File: src/rtl/ser_tx_pkg.sv
// Shared definitions for the ser_tx framed serial transmitter.
//   state_t    : transmitter FSM states (2-bit encoding)
//   LINE_IDLE  : level of the serial line between frames and during the stop bit
//   LINE_START : level of the start bit
//   cnt_width  : counter width helper, max(1, $clog2(n))
package ser_tx_pkg;

  typedef enum logic [1:0] {
    ST_IDLE  = 2'd0,
    ST_START = 2'd1,
    ST_DATA  = 2'd2,
    ST_STOP  = 2'd3
  } state_t;

  localparam logic LINE_IDLE  = 1'b1;
  localparam logic LINE_START = 1'b0;

  // A counter over n values never needs fewer than one bit.
  function automatic int unsigned cnt_width(input int unsigned n);
    return (n <= 1) ? 1 : $clog2(n);
  endfunction

endpackage

File: src/rtl/ser_tx_bit_tick_gen.sv
// Bit-period counter for ser_tx.
// Counts 0..CLKS_PER_BIT-1 while enabled and wraps; o_tick marks the last clock
// of each bit period.
//   i_clk   : clock, rising edge
//   i_rstn  : asynchronous active-low reset
//   i_en    : count enable (frame in progress)
//   i_clr   : restart the period at 0 (word accepted)
//   o_tick  : high during the last clock of a bit period
module bit_tick_gen
  import ser_tx_pkg::*;
#(
  parameter int unsigned CLKS_PER_BIT = 4
) (
  input  logic i_clk,
  input  logic i_rstn,
  input  logic i_en,
  input  logic i_clr,
  output logic o_tick
);

  localparam int unsigned CW = cnt_width(CLKS_PER_BIT);
  localparam logic [CW-1:0] LAST = CW'(CLKS_PER_BIT - 1);

  logic [CW-1:0] cnt;

  always_ff @(posedge i_clk or negedge i_rstn) begin
    if (!i_rstn) begin
      cnt <= '0;
    end else if (i_clr) begin
      cnt <= '0;
    end else if (i_en) begin
      cnt <= (cnt == LAST) ? '0 : cnt + 1'b1;
    end
  end

  assign o_tick = i_en && (cnt == LAST);

endmodule

File: src/rtl/ser_tx.sv
// Parallel-in / serial-out framed transmitter.
// Accepts a word over valid/ready and sends start bit (0), BW_DATA data bits,
// stop bit (1), each held for CLKS_PER_BIT clocks. Line idles at 1.
//   i_clk   : clock, rising edge
//   i_rstn  : asynchronous active-low reset (abandons any frame in progress)
//   i_data  : word to send, sampled only on accept
//   i_valid : source has a word on i_data
//   o_ready : a word can be accepted this cycle (idle, or last stop-bit clock)
//   o_txd   : registered serial line
//   o_busy  : frame in progress
//   o_done  : one-cycle pulse after the stop bit completes
module ser_tx
  import ser_tx_pkg::*;
#(
  parameter int unsigned BW_DATA      = 8,
  parameter int unsigned CLKS_PER_BIT = 4,
  parameter bit          LSB_FIRST    = 1'b1
) (
  input  logic               i_clk,
  input  logic               i_rstn,
  input  logic [BW_DATA-1:0] i_data,
  input  logic               i_valid,
  output logic               o_ready,
  output logic               o_txd,
  output logic               o_busy,
  output logic               o_done
);

  localparam int unsigned BI = cnt_width(BW_DATA);
  localparam logic [BI-1:0] LAST_BIT = BI'(BW_DATA - 1);

  state_t             state;
  logic [BW_DATA-1:0] shreg;
  logic [BW_DATA-1:0] sh_next;
  logic [BI-1:0]      bidx;
  logic               tick;
  logic               accept;

  // Accepting during the last stop clock chains frames with no idle gap
  // while still giving the stop bit its full period.
  assign o_ready = (state == ST_IDLE) || ((state == ST_STOP) && tick);
  assign accept  = i_valid && o_ready;
  assign o_busy  = (state != ST_IDLE);

  bit_tick_gen #(
    .CLKS_PER_BIT(CLKS_PER_BIT)
  ) u_tick (
    .i_clk  (i_clk),
    .i_rstn (i_rstn),
    .i_en   (o_busy),
    .i_clr  (accept),
    .o_tick (tick)
  );

  function automatic logic out_bit(input logic [BW_DATA-1:0] v);
    return LSB_FIRST ? v[0] : v[BW_DATA-1];
  endfunction

  always_comb begin
    sh_next = LSB_FIRST ? (shreg >> 1) : (shreg << 1);
  end

  // o_txd is registered, so each branch loads the level of the bit that
  // starts on the next clock (for data, the bit after the shift).
  always_ff @(posedge i_clk or negedge i_rstn) begin
    if (!i_rstn) begin
      state  <= ST_IDLE;
      o_txd  <= LINE_IDLE;
      o_done <= 1'b0;
      shreg  <= '0;
      bidx   <= '0;
    end else begin
      o_done <= 1'b0;
      case (state)
        ST_IDLE: begin
          if (accept) begin
            state <= ST_START;
            o_txd <= LINE_START;
            shreg <= i_data;
            bidx  <= '0;
          end
        end
        ST_START: begin
          if (tick) begin
            state <= ST_DATA;
            o_txd <= out_bit(shreg);
          end
        end
        ST_DATA: begin
          if (tick) begin
            if (bidx == LAST_BIT) begin
              state <= ST_STOP;
              o_txd <= LINE_IDLE;
            end else begin
              shreg <= sh_next;
              bidx  <= bidx + 1'b1;
              o_txd <= out_bit(sh_next);
            end
          end
        end
        ST_STOP: begin
          if (tick) begin
            o_done <= 1'b1;
            if (accept) begin
              state <= ST_START;
              o_txd <= LINE_START;
              shreg <= i_data;
              bidx  <= '0;
            end else begin
              state <= ST_IDLE;
            end
          end
        end
      endcase
    end
  end

endmodule

File: config.mk
export PLATFORM = sky130hd
export DESIGN_NAME = ser_tx
export DESIGN_NICKNAME = d
export VERILOG_FILES = /design/src/rtl/ser_tx_pkg.sv /design/src/rtl/ser_tx_bit_tick_gen.sv /design/src/rtl/ser_tx.sv
export SDC_FILE = /design/constraint.sdc
export NUM_CORES = 1
export LEC_CHECK = 0
export BUFFER_PORTS_ARGS = -buffer_cell sky130_fd_sc_hd__buf_2
export CORE_MARGIN = 1
export CORE_UTILIZATION = 25
export CTS_BUF_LIST = sky130_fd_sc_hd__clkbuf_4
export CTS_CLUSTER_SIZE = 24
export DETAILED_ROUTE_END_ITERATION = 7
export PLACE_DENSITY = 0.46
export RECOVER_POWER = 50
export SETUP_SLACK_MARGIN = 0.3
export SLEW_MARGIN = 25
export SYNTH_ARGS = -nofsm -noshare
export SYNTH_HDL_FRONTEND = slang
export SYNTH_SLANG_ARGS = --single-unit
export TNS_END_PERCENT = 100
File: constraint.sdc
create_clock -name i_clk -period 2.3 [get_ports i_clk]
set_input_delay 0.46 -clock i_clk [delete_from_list [all_inputs] [get_ports i_clk]]
set_output_delay 0.46 -clock i_clk [all_outputs]
set_load 0.05 [all_outputs]
==> results of run 1 <==
Yosys cell counts (all sizes together):
| master | instances | area, um2 |
|---|---|---|
| dfrtp | 16 | 400 |
| nor3 | 15 | 75.1 |
| ha | 8 | 100 |
| a211oi | 7 | 65.1 |
| inv | 7 | 26.3 |
| o32ai | 7 | 61.3 |
| buf | 5 | 40.0 |
| a21oi | 3 | 15.0 |
| nand2 | 3 | 11.3 |
| nand2b | 3 | 26.3 |
| nor2 | 3 | 11.3 |
| o22ai | 3 | 25.0 |
| a21o | 2 | 15.0 |
| a32o | 2 | 20.0 |
| and2 | 2 | 15.0 |
| clkbuf | 2 | 7.51 |
| mux2 | 2 | 22.5 |
| a211o | 1 | 8.76 |
| a21boi | 1 | 7.51 |
| a22oi | 1 | 7.51 |
| and3 | 1 | 6.26 |
| dfstp | 1 | 26.3 |
| mux2i | 1 | 10.0 |
| nor2b | 1 | 6.26 |
| nor4b | 1 | 15.0 |
| o21ai | 1 | 5.00 |
| o221ai | 1 | 8.76 |
| o31ai | 1 | 7.51 |
| or2 | 1 | 6.26 |
worst max path at each step:
stage                           to      from  slack [ps]
after floorplan           shreg[7]  state[0]         340
after global placement       o_txd  state[0]         330
after detailed placement  shreg[0]  state[1]         290
after CTS                 state[1]  state[0]         300
after global routing       o_ready  state[1]         310
final                      o_ready  state[1]         370
stage by stage:
stage	setup WS (ps)	area (um2)	power, uW	cells
global placement	328	1160	1750	162
finish	369	1210	1990	166
global route	306	1210	2190	166
detailed placement	294	1160	1770	162
CTS	297	1200	1980	166
floorplan	343	1050	1540	102
what timing repair did:
action | in CTS | in global routing
setup endpoints to repair | 5 | 13
cloned | 0 | 0
gates resized for setup | 3 | 5
metal layers:
layer  up-vias  track usage
met5         -            0
met4         0       0.0479
met3         2       0.0120
met2        22        0.182
met1       407        0.167
li1        412            -
flip-flops by register name (all words and copies together) (netlist names):
name / cells
bidx: 3
o_done: 1
o_txd: 1
shreg: 8
state: 2
u_tick.cnt: 2
worst max-delay path: cells and delay by family, from the launching register on:
kind            cells  cell delay [ps]
flops               1              430
fa+ha+maj           1              210
buf+inv             2              310
compound gates      1              220
power groups by stage:
stage / combinational (uW) / clock, uW / sequential, uW
after floorplan: 987 / 0 / 554
after global placement: 1200 / 0 / 556
after detailed placement: 1210 / 0 / 559
after CTS: 1260 / 174 / 551
after global routing: 1430 / 186 / 575
final: 1270 / 168 / 553
cell type report:
type                            instances  area [um2]  area share
Tap cell                               50        62.6      0.0516
Timing Repair Buffer                   17        93.8      0.0774
Inverter                                7        26.3      0.0217
Multi-Input combinational cell         71         576       0.475
Sequential cell                        17         427       0.352
Clock inverter                          1        5.00     0.00413
Clock buffer                            3        22.5      0.0186
cells in the final DEF (no fill, tap or decap), types with 2 or more instances in the layout:
cell,netlist,layout
inv_1,7,6
ha_1,8,5
a211oi_1,6,6
buf_2,2,12
ha_2,0,2
nor2_1,3,3
dfrtp_1,16,16
o22ai_1,2,2
a21oi_1,3,3
a32o_1,2,2
clkbuf_4,0,3
nand2b_1,2,2
nand2_1,3,2
o32ai_1,7,7
buf_4,1,4
nor3_1,15,15
mux2_2,2,2
logic make-up after synthesis:
logic type / share of synthesized area
fa+ha+maj: 0.0951
mux: 0.0309
compound gates: 0.234
flops: 0.405
simple gates: 0.164
buf+inv: 0.0702
==> summary.txt, run 1 <==
Clock tree
  – Setup Fix Bufs, Post-CTS: 0
  – CTS Sinks: 17
  – # hold bufs at CTS: 0
  – Root Driver: clkbuf_4
  – Clock slew seen by the registers of the worst setup and hold paths: 110 ps
  – Clock buffer depth: 2
  – TritonCTS clock tree: built
  – Clk_lat worst skew: 300 ps
  – H-Tree Depth: 1
  – Cts bufs inserted: 3

Critical path
  – Critical Path RT: 1840 ps
  – Worst-path fanout max: 8
  – Worst setup SP type: register
  – R2R Path End: o_txd
  – R2r setup slk: about 420 ps
  – Worst R2R Path Depth: 6
  – Worst EP arrival: roughly 1500 ps
  – CP Cell Sequence: inv_1, ha_4, a21o_2, buf_4
  – Element type at the critical path end: output pin
  – Worst flop-to-flop path startpoint: state[1]
  – Crit-path slowest cell: dfrtp_1
  – Critical path's largest stage delay: ~430 ps
  – WS Path Type: reg -> out

Placed design
  – Detailed Place HPWL: 1700 um
  – Placer Congestion: 0.771
  – IO buf count: 14

Route
  – Post-DRT Antenna Nets: 0
  – Drt via density: 5.08
  – DRT iter0 DRCs: 42
  – Vias: 843
  – WL/cell: 13.7 um
  – DR pass1 iterations: 4
  – Post-Route WL: 2270 um
  – Routed wire length on met3: 82 um
  – DR top layer: met4
  – Met1 WL: 1080 um
  – DRC Markers: 0
  – Wire length on met2: 1100 um

Global route
  – Initial antenna violation count: 0
  – Largest net degree at the start of global routing: 18
  – Number of global-route vias before repair: 820
  – Gr usage total: 0.118
  – Global route overflow: 0
  – First-pass GRT wire length: 4000 um

STA
  – Fmax: 0.518 GHz
  – Hold slack: 266 ps
  – Fin crit share: 0.840
  – Minimum clock period: 1930 ps
  – Final Max Tran Viols: 0
  – Worst Tran Pin Value: 942 ps
  – RSZ-0062 raised after global routing: false
  – Skew final: 8.90 ps
  – Final hold violations: 0
  – Worst slew margin: 0.372
  – Setup TNS: 0 ps
  – Setup violators final: 0

Power
  – Clk network pwr share: 0.084
  – Max rail drop VDD: 0.000685 V
  – Sw Pwr: around 930 uW
  – Leak: 0.000534 uW
  – Sw Share: 0.468
  – Int Pwr: approximately 1100 uW
  – Power per cell area: 1640 nW/um2
  – Seq pwr share: 0.278
  – Combinational Power Share: 0.638

Synth
  – Syn avg cell area: 10.3 um2
  – Synth unique cells: 35
  – Mapped Area: around 1100 um2
  – Yosys warning count: 0
  – Sequential area share after synthesis: 0.405
  – Synth Register Bits: 17
  – Net Count, Synth: about 120
  – Post-Synthesis Cells: 102

Layout
  – Diode count: 0
  – Area grow syn2layout: 15.2%
  – NumNets Final: 136
  – Filler cells: 438
  – Proportion of layout cells with a drive suffix above 1: 0.302
  – Core Util, Final: 0.301

Die
  – IO Pins: 15
  – Site Rows: 23
  – Initial Util: 0.261
  – Chip width: 66.9 um
  – Core Region: 4030 um2
  – DIE AREA: around 4500 um2
  – Die Y: 66.9 um

Run
  – Max_cap viols: 0

Worst hold path
  – Worst hold path class: in -> async

Status
  – Outcome: complete, no violations
No activity file was read; power rests on OpenSTA's default activity.
==> run 2, diff against run 1 <==
--- a/config.mk
+++ b/config.mk
@@ -11,7 +11,7 @@
 export CTS_BUF_LIST = sky130_fd_sc_hd__clkbuf_4
 export CTS_CLUSTER_SIZE = 24
 export DETAILED_ROUTE_END_ITERATION = 7
-export PLACE_DENSITY = 0.46
+export PLACE_DENSITY = 0.48
 export RECOVER_POWER = 50
 export SETUP_SLACK_MARGIN = 0.3
 export SLEW_MARGIN = 25
==> constraint.sdc (replaced) <==
create_clock -name i_clk -period 1.6 [get_ports i_clk]
set_input_delay 0.32 -clock i_clk [delete_from_list [all_inputs] [get_ports i_clk]]
set_output_delay 0.32 -clock i_clk [all_outputs]
set_load 0.05 [all_outputs]
==> run 2 against run 1 <==
Effect of this change: the flow now finishes with violations (negative setup slack); setup slack worse by 530 ps; total power grew 150%; flip-flop and latch count unchanged; clock power is 50% higher; global-route usage rose by 2.1 points; clock-buffer cell count did not move; register-to-register slack got worse by 560 ps; first-iteration DRC count is 110% higher; critical path type unchanged; critical endpoint unchanged; largest power group unchanged.
==> summary.txt, run 2 (synthesis results as in run 1) <==
Status
  – Outcome: complete, but fails checks
  – Failing checks: negative setup slack

Global route
  – GRT met3 Usage: 0.0274 (+0.0154)
  – Met2 usage: 0.239 (+0.0568)
  – Initial antenna violation count: 0 (unchanged)
  – GRT met1 Usage: 0.168 (+0.000869)
  – Largest net degree at the start of global routing: 18 (unchanged)
  – GRT busiest layer: met2
  – First-pass GRT wire length: 4690 um (+17%)
  – Number of global-route vias before repair: 1,029 (+25%)
  – Gr usage total: 0.139 (+0.0208)
  – Global route overflow: 0 (unchanged)

Critical path
  – CP Cell Sequence: inv_2, ha_4, a21o_4, buf_6, buf_8
  – Worst setup SP type: register
  – Element type at the critical path end: output pin
  – Worst EP arrival: 1440 ps (-30 ps)
  – Crit-path slowest cell: dfrtp_1
  – WS Path Type: reg -> out
  – Worst-path fanout max: 4 (-4)
  – Worst flop-to-flop path startpoint: state[1]
  – Crit path max-delay family: flip-flops
  – Critical Path RT: 1280 ps (-560 ps)
  – Critical path origin: state[1]
  – WP buf/inv: 3 (+1)
  – Critical path's largest stage delay: 420 ps (about the same)

Die
  – Site Rows: 23 (unchanged)
  – Die Y: 66.9 um (unchanged)
  – IO Pins: 15 (unchanged)
  – DIE AREA: 4470 um2 (unchanged)
  – Initial Util: 0.261 (unchanged)
  – Chip width: 66.9 um (unchanged)
  – Core Region: 4030 um2 (unchanged)

Route
  – DRT iter0 DRCs: 90 (+110%)
  – Vias: 1,022 (+21%)
  – Post-DRT Antenna Nets: 0 (unchanged)
  – DRC Markers: 0 (unchanged)
  – WL/cell: 15.0 um (+9.8%)
  – DR pass1 iterations: 4 (unchanged)
  – Post-Route WL: 3140 um (+38%)
  – Drt via density: 4.89 (-3.7%)

STA
  – Final hold violations: 0 (unchanged)
  – Fin crit share: 1.10
  – RSZ-0062 raised after global routing: true
  – Worst slew margin: 0.327 (-0.0450)
  – Setup violators final: 16 (+16)
  – Final Max Tran Viols: 0 (unchanged)
  – Worst Tran Pin Value: 1010 ps (+67.4 ps)
  – Skew final: 3.85 ps (-5.05 ps)
  – Minimum clock period: 1760 ps
  – Worst setup margin: -158 ps (-527 ps)
  – Fmax: 0.569 GHz

Placed design
  – Placer Congestion: 0.712 (-7.7%)
  – Dpl cells: 182 (+12%)
  – IO buf count: 14 (unchanged)
  – Dpl ws: -227 ps (-521 ps)
  – Detailed Place HPWL: 1910 um (+12%)

Layout
  – Max FFs per register: 8 (unchanged)
  – NumNets Final: 179 (+32%)
  – Leading cell type in the layout, fill and taps excluded: buf_4
  – Largest regs: shreg x8, bidx x3
  – Diode count: 0 (unchanged)
  – Most frequent cells in the layout: buf_4, dfrtp_1, buf_6
  – Reg with most FFs: shreg
  – Area grow syn2layout: 84.7%
  – Finished Layout Cells: 209 (+26%)
  – Proportion of layout cells with a drive suffix above 1: 0.660 (+0.359)
  – Filler cells: 355 (-19%)

Power
  – Power per cell area: 2560 nW/um2 (+56%)
  – Max rail drop VDD: 0.000649 V (-5.2%)
  – Leak: 0.000827 uW (+55%)

Clock tree
  – Cts bufs inserted: 3 (unchanged)
  – H-Tree Depth: 1 (unchanged)
  – CTS Sinks: 17 (unchanged)
  – Clock buffer depth: 2 (unchanged)
  – Clock slew seen by the registers of the worst setup and hold paths: 110 ps (about the same)
  – Root Driver: clkbuf_4
  – Clk_lat worst skew: 300 ps (about the same)
  – TritonCTS clock tree: built

Worst hold path
  – Worst hold path class: in -> reg
  – HP Start: i_valid

Run
  – Max_cap viols: 0 (unchanged)
run 2: cell count changes in the layout (fill, tap and decap cells not counted), sizes merged:
cell         previous run  this run
buf                    16        57
clkbuf                  4         5
dlygate4sd3             0         1
run 2: final timing paths:
check | slack, ps | cells after the start | endpoint
worst max-delay path | -160 | 5 | o_ready
worst min-delay path | 270 | 2 | u_tick.cnt[1]
worst max register to register | -140 | 8 | shreg[7]
worst min register to register | 530 | 1 | bidx[1]
max in group asynchronous | 310 | 2 | bidx[2]
min in group asynchronous | 680 | 2 | shreg[2]
run 2: area by class of cell:
| class | instances | area [um2] | share of cell area |
|---|---|---|---|
| Clock buffer | 3 | 22.5 | 0.0116 |
| Sequential cell | 17 | 427 | 0.220 |
| Timing Repair Buffer | 60 | 546 | 0.281 |
| Inverter | 7 | 28.8 | 0.0148 |
| Tap cell | 50 | 62.6 | 0.0322 |
| Multi-Input combinational cell | 71 | 852 | 0.439 |
| Clock inverter | 1 | 5.00 | 0.00258 |
run 2: report_power, final:
part / total (uW) / internal [uW] / switching [uW]
clock: 252 / 93.4 / 159
sequential: 860 / 644 / 217
combinational: 3860 / 2150 / 1710
total: 4970 / 2890 / 2080
run 2: through the flow:
stage	total power, uW	hold slack, ps	utilization	area, um2	TNS [ps]
floorplan	2360	24.4	-	1110	-1290
global placement	3020	270	0.341	1370	-1930
detailed placement	3070	277	0.341	1370	-2250
CTS	4170	224	0.420	1690	-1090
global route	5280	281	0.482	1940	-2490
finish	4970	266	0.482	1940	-1600
run 2: layer usage:
layer	wire [um]	vias to the layer above
li1	-	498
met1	1330	505
met2	1670	15
met3	98	4
met4	27	0
met5	0	-
run 2: repair_timing:
action,in CTS,in global routing
endpoints found under the hold margin,16,0
setup endpoints to repair,18,19
setup buffers,11,10
pin swaps,13,15
cloned,0,1
hold buffers,1,0
gates resized for setup,43,24
run 2: worst reg2reg max path, cell delays in order, from the launching register on:
cell and delay (ps):
dfrtp_1 420, inv_2 90, ha_4 180, buf_4 140, nor4b_4 250, buf_4 210
buf_6 110, nor3_1 40, a211o_1 210
==> run 3, diff against run 2 <==
--- a/config.mk
+++ b/config.mk
@@ -6,6 +6,7 @@
 export NUM_CORES = 1
 export LEC_CHECK = 0
 export BUFFER_PORTS_ARGS = -buffer_cell sky130_fd_sc_hd__buf_2
+export CORE_ASPECT_RATIO = 1.75
 export CORE_MARGIN = 1
 export CORE_UTILIZATION = 25
 export CTS_BUF_LIST = sky130_fd_sc_hd__clkbuf_4
==> run 3 against run 2 <==
Effect of this change: the flow still finishes with violations (negative setup slack); total power fell by 8.8%; sequential share of layout area rose by 2.0 points; clock skew rose by 6.4 ps; first-iteration DRC count fell by 86%; sequential power fell by 4.1%; final area fell by 8.2%; core utilization fell by 3.0 points; final cell count fell by 4.3%; setup slack got worse by 19 ps; via count fell by 1.2%; combinational power fell by 11%; die area rose by 0.23%; largest cell class unchanged.
==> summary.txt, run 3 (synthesis results as in run 1) <==
Status
  – Outcome: complete, but fails checks
  – Failing checks: negative setup slack

Die
  – Core Region: 3940 um2 (-2.2%)
  – DIE AREA: 4480 um2 (+0.23%)
  – Chip width: 51.0 um (-24%)
  – Site Rows: 30 (+30%)
  – IO Pins: 15 (unchanged)
  – Die Y: 87.8 um (+31%)
  – Initial Util: 0.267 (+0.00580)

Route
  – Drt via density: 5.05 (+3.3%)
  – DRT iter0 DRCs: 13 (-86%)
  – DR pass1 iterations: 4 (unchanged)
  – Vias: 1,010 (-1.2%)
  – Post-Route WL: 3060 um (-2.4%)
  – DRC Markers: 0 (unchanged)
  – WL/cell: 15.3 um (+2.0%)
  – Post-DRT Antenna Nets: 0 (unchanged)

STA
  – Worst Tran Pin Value: 1030 ps (+21.0 ps)
  – Minimum clock period: 1780 ps (+19.2 ps)
  – Skew final: 10.2 ps (+6.39 ps)
  – Worst setup margin: -177 ps (-19.2 ps)
  – RSZ-0062 raised after global routing: true
  – Setup violators final: 16 (unchanged)
  – Fin crit share: 1.11 (+0.0120)
  – Final hold violations: 0 (unchanged)
  – Worst slew margin: 0.313 (-0.0140)
  – Fmax: 0.563 GHz (-1.1%)
  – Final Max Tran Viols: 0 (unchanged)

Layout
  – Diode count: 0 (unchanged)
  – Largest regs: shreg x8, bidx x3
  – Filler cells: 387 (+9.0%)
  – Leading cell type in the layout, fill and taps excluded: buf_4
  – Finished Layout Cells: 200 (-4.3%)
  – Proportion of layout cells with a drive suffix above 1: 0.625 (-0.0354)
  – Max FFs per register: 8 (unchanged)
  – Most frequent cells in the layout: buf_4, dfrtp_1, buf_6
  – Area grow syn2layout: 69.4%
  – NumNets Final: 172 (-3.9%)
  – Final Cell Area: 1780 um2 (-8.2%)
  – Reg with most FFs: shreg

Power
  – Max rail drop VDD: 0.00154 V (+140%)
  – Power per cell area: 2540 nW/um2 (-0.65%)
  – Leak: 0.000778 uW (-5.9%)

Critical path
  – Element type at the critical path end: register
  – Worst setup SP type: register
  – Worst-path fanout max: 8 (+4)
  – Critical Path RT: 1820 ps (+540 ps)
  – Worst EP arrival: 1990 ps (+550 ps)
  – WS Path Type: reg -> reg

Run
  – Max_cap viols: 0 (unchanged)

Clock tree
  – Root Driver: clkbuf_4
  – CTS Sinks: 17 (unchanged)
  – TritonCTS clock tree: built
  – Clk_lat worst skew: 310 ps (about the same)
  – Cts bufs inserted: 3 (unchanged)
  – H-Tree Depth: 1 (unchanged)
  – Clock buffer depth: 2 (unchanged)
  – Clock slew seen by the registers of the worst setup and hold paths: 120 ps (about the same)

Global route
  – Initial antenna violation count: 0 (unchanged)
  – Number of global-route vias before repair: 1,112 (+8.1%)
  – First-pass GRT wire length: 4890 um (+4.1%)
  – Global route overflow: 0 (unchanged)
  – Gr usage total: 0.147 (+0.00779)
  – Largest net degree at the start of global routing: 19 (+1)

Worst hold path
  – Worst hold path class: in -> reg

Placed design
  – Placed Area: 1370 um2 (unchanged)
  – Dpl ws: -162 ps (+65.4 ps)
  – Dpl cells: 182 (unchanged)
  – IO buf count: 14 (unchanged)
  – Placer Congestion: 0.751 (+5.6%)
  – Detailed Place HPWL: 2010 um (+5.4%)
run 3: changes by cell type in the layout (fill, tap and decap cells not counted), sizes merged:
cell	delta
buf	-6
clkbuf	-1
run 3: stage by stage:
step | power [uW] | hold slack, ps | TNS, ps | util
final | 4530 | 208 | -2200 | 0.452
after detailed placement | 3050 | 282 | -1660 | 0.348
after CTS | 3950 | 203 | -1110 | 0.413
after floorplan | 2360 | 24.4 | -1290 | -
after global routing | 4840 | 194 | -2900 | 0.452
after global placement | 3020 | 282 | -1410 | 0.348
run 3: worst paths after layout:
check / start / cells past startpoint / slack, ps / endpoint
setup / recovery: state[1] / 8 / -180 / shreg[7]
setup reg to reg: state[1] / 8 / -180 / shreg[7]
hold reg to reg: bidx[2] / 1 / 580 / bidx[2]
min in group asynchronous: i_rstn / 2 / 690 / state[0]
max in group asynchronous: i_rstn / 2 / 290 / shreg[1]
hold / removal: i_valid / 2 / 210 / u_tick.cnt[1]
run 3: area by class of cell:
type	instances	area (um2)	share of cell area
clock buffers	3	22.5	0.0126
inverters	7	26.3	0.0147
flip-flops and latches	17	427	0.239
clock inverters	1	5.00	0.00281
repair buffers	53	458	0.257
well taps	48	60.1	0.0337
multi-input cells	71	785	0.440
run 3: what timing repair did:
action | CTS | global route
hold buffers | 1 | 0
setup buffers | 10 | 3
hold endpoints to repair | 16 | 0
pin swaps | 9 | 14
setup endpoints to repair | 17 | 18
gates resized for setup | 32 | 28
run 3: critical path: stages (launching register included):
cell and delay [ps]:
dfrtp_1 430, inv_2 120, ha_4 180, buf_6 110
nor4b_4 40, buf_6 140, buf_6 110, or2_4 300
a211o_1 270
run 3: power breakdown:
group | internal (uW) | switching (uW)
Combinational | 1860 | 1590
Sequential | 644 | 181
Clock | 93.6 | 160
run 3: layer usage:
layer	GRT usage	vias to the layer above	share of wire
li1	-	483	-
met1	0.147	504	0.37
met2	0.287	16	0.59
met3	0.0174	7	0.024
met4	0.0707	0	0.021
met5	0	-	0
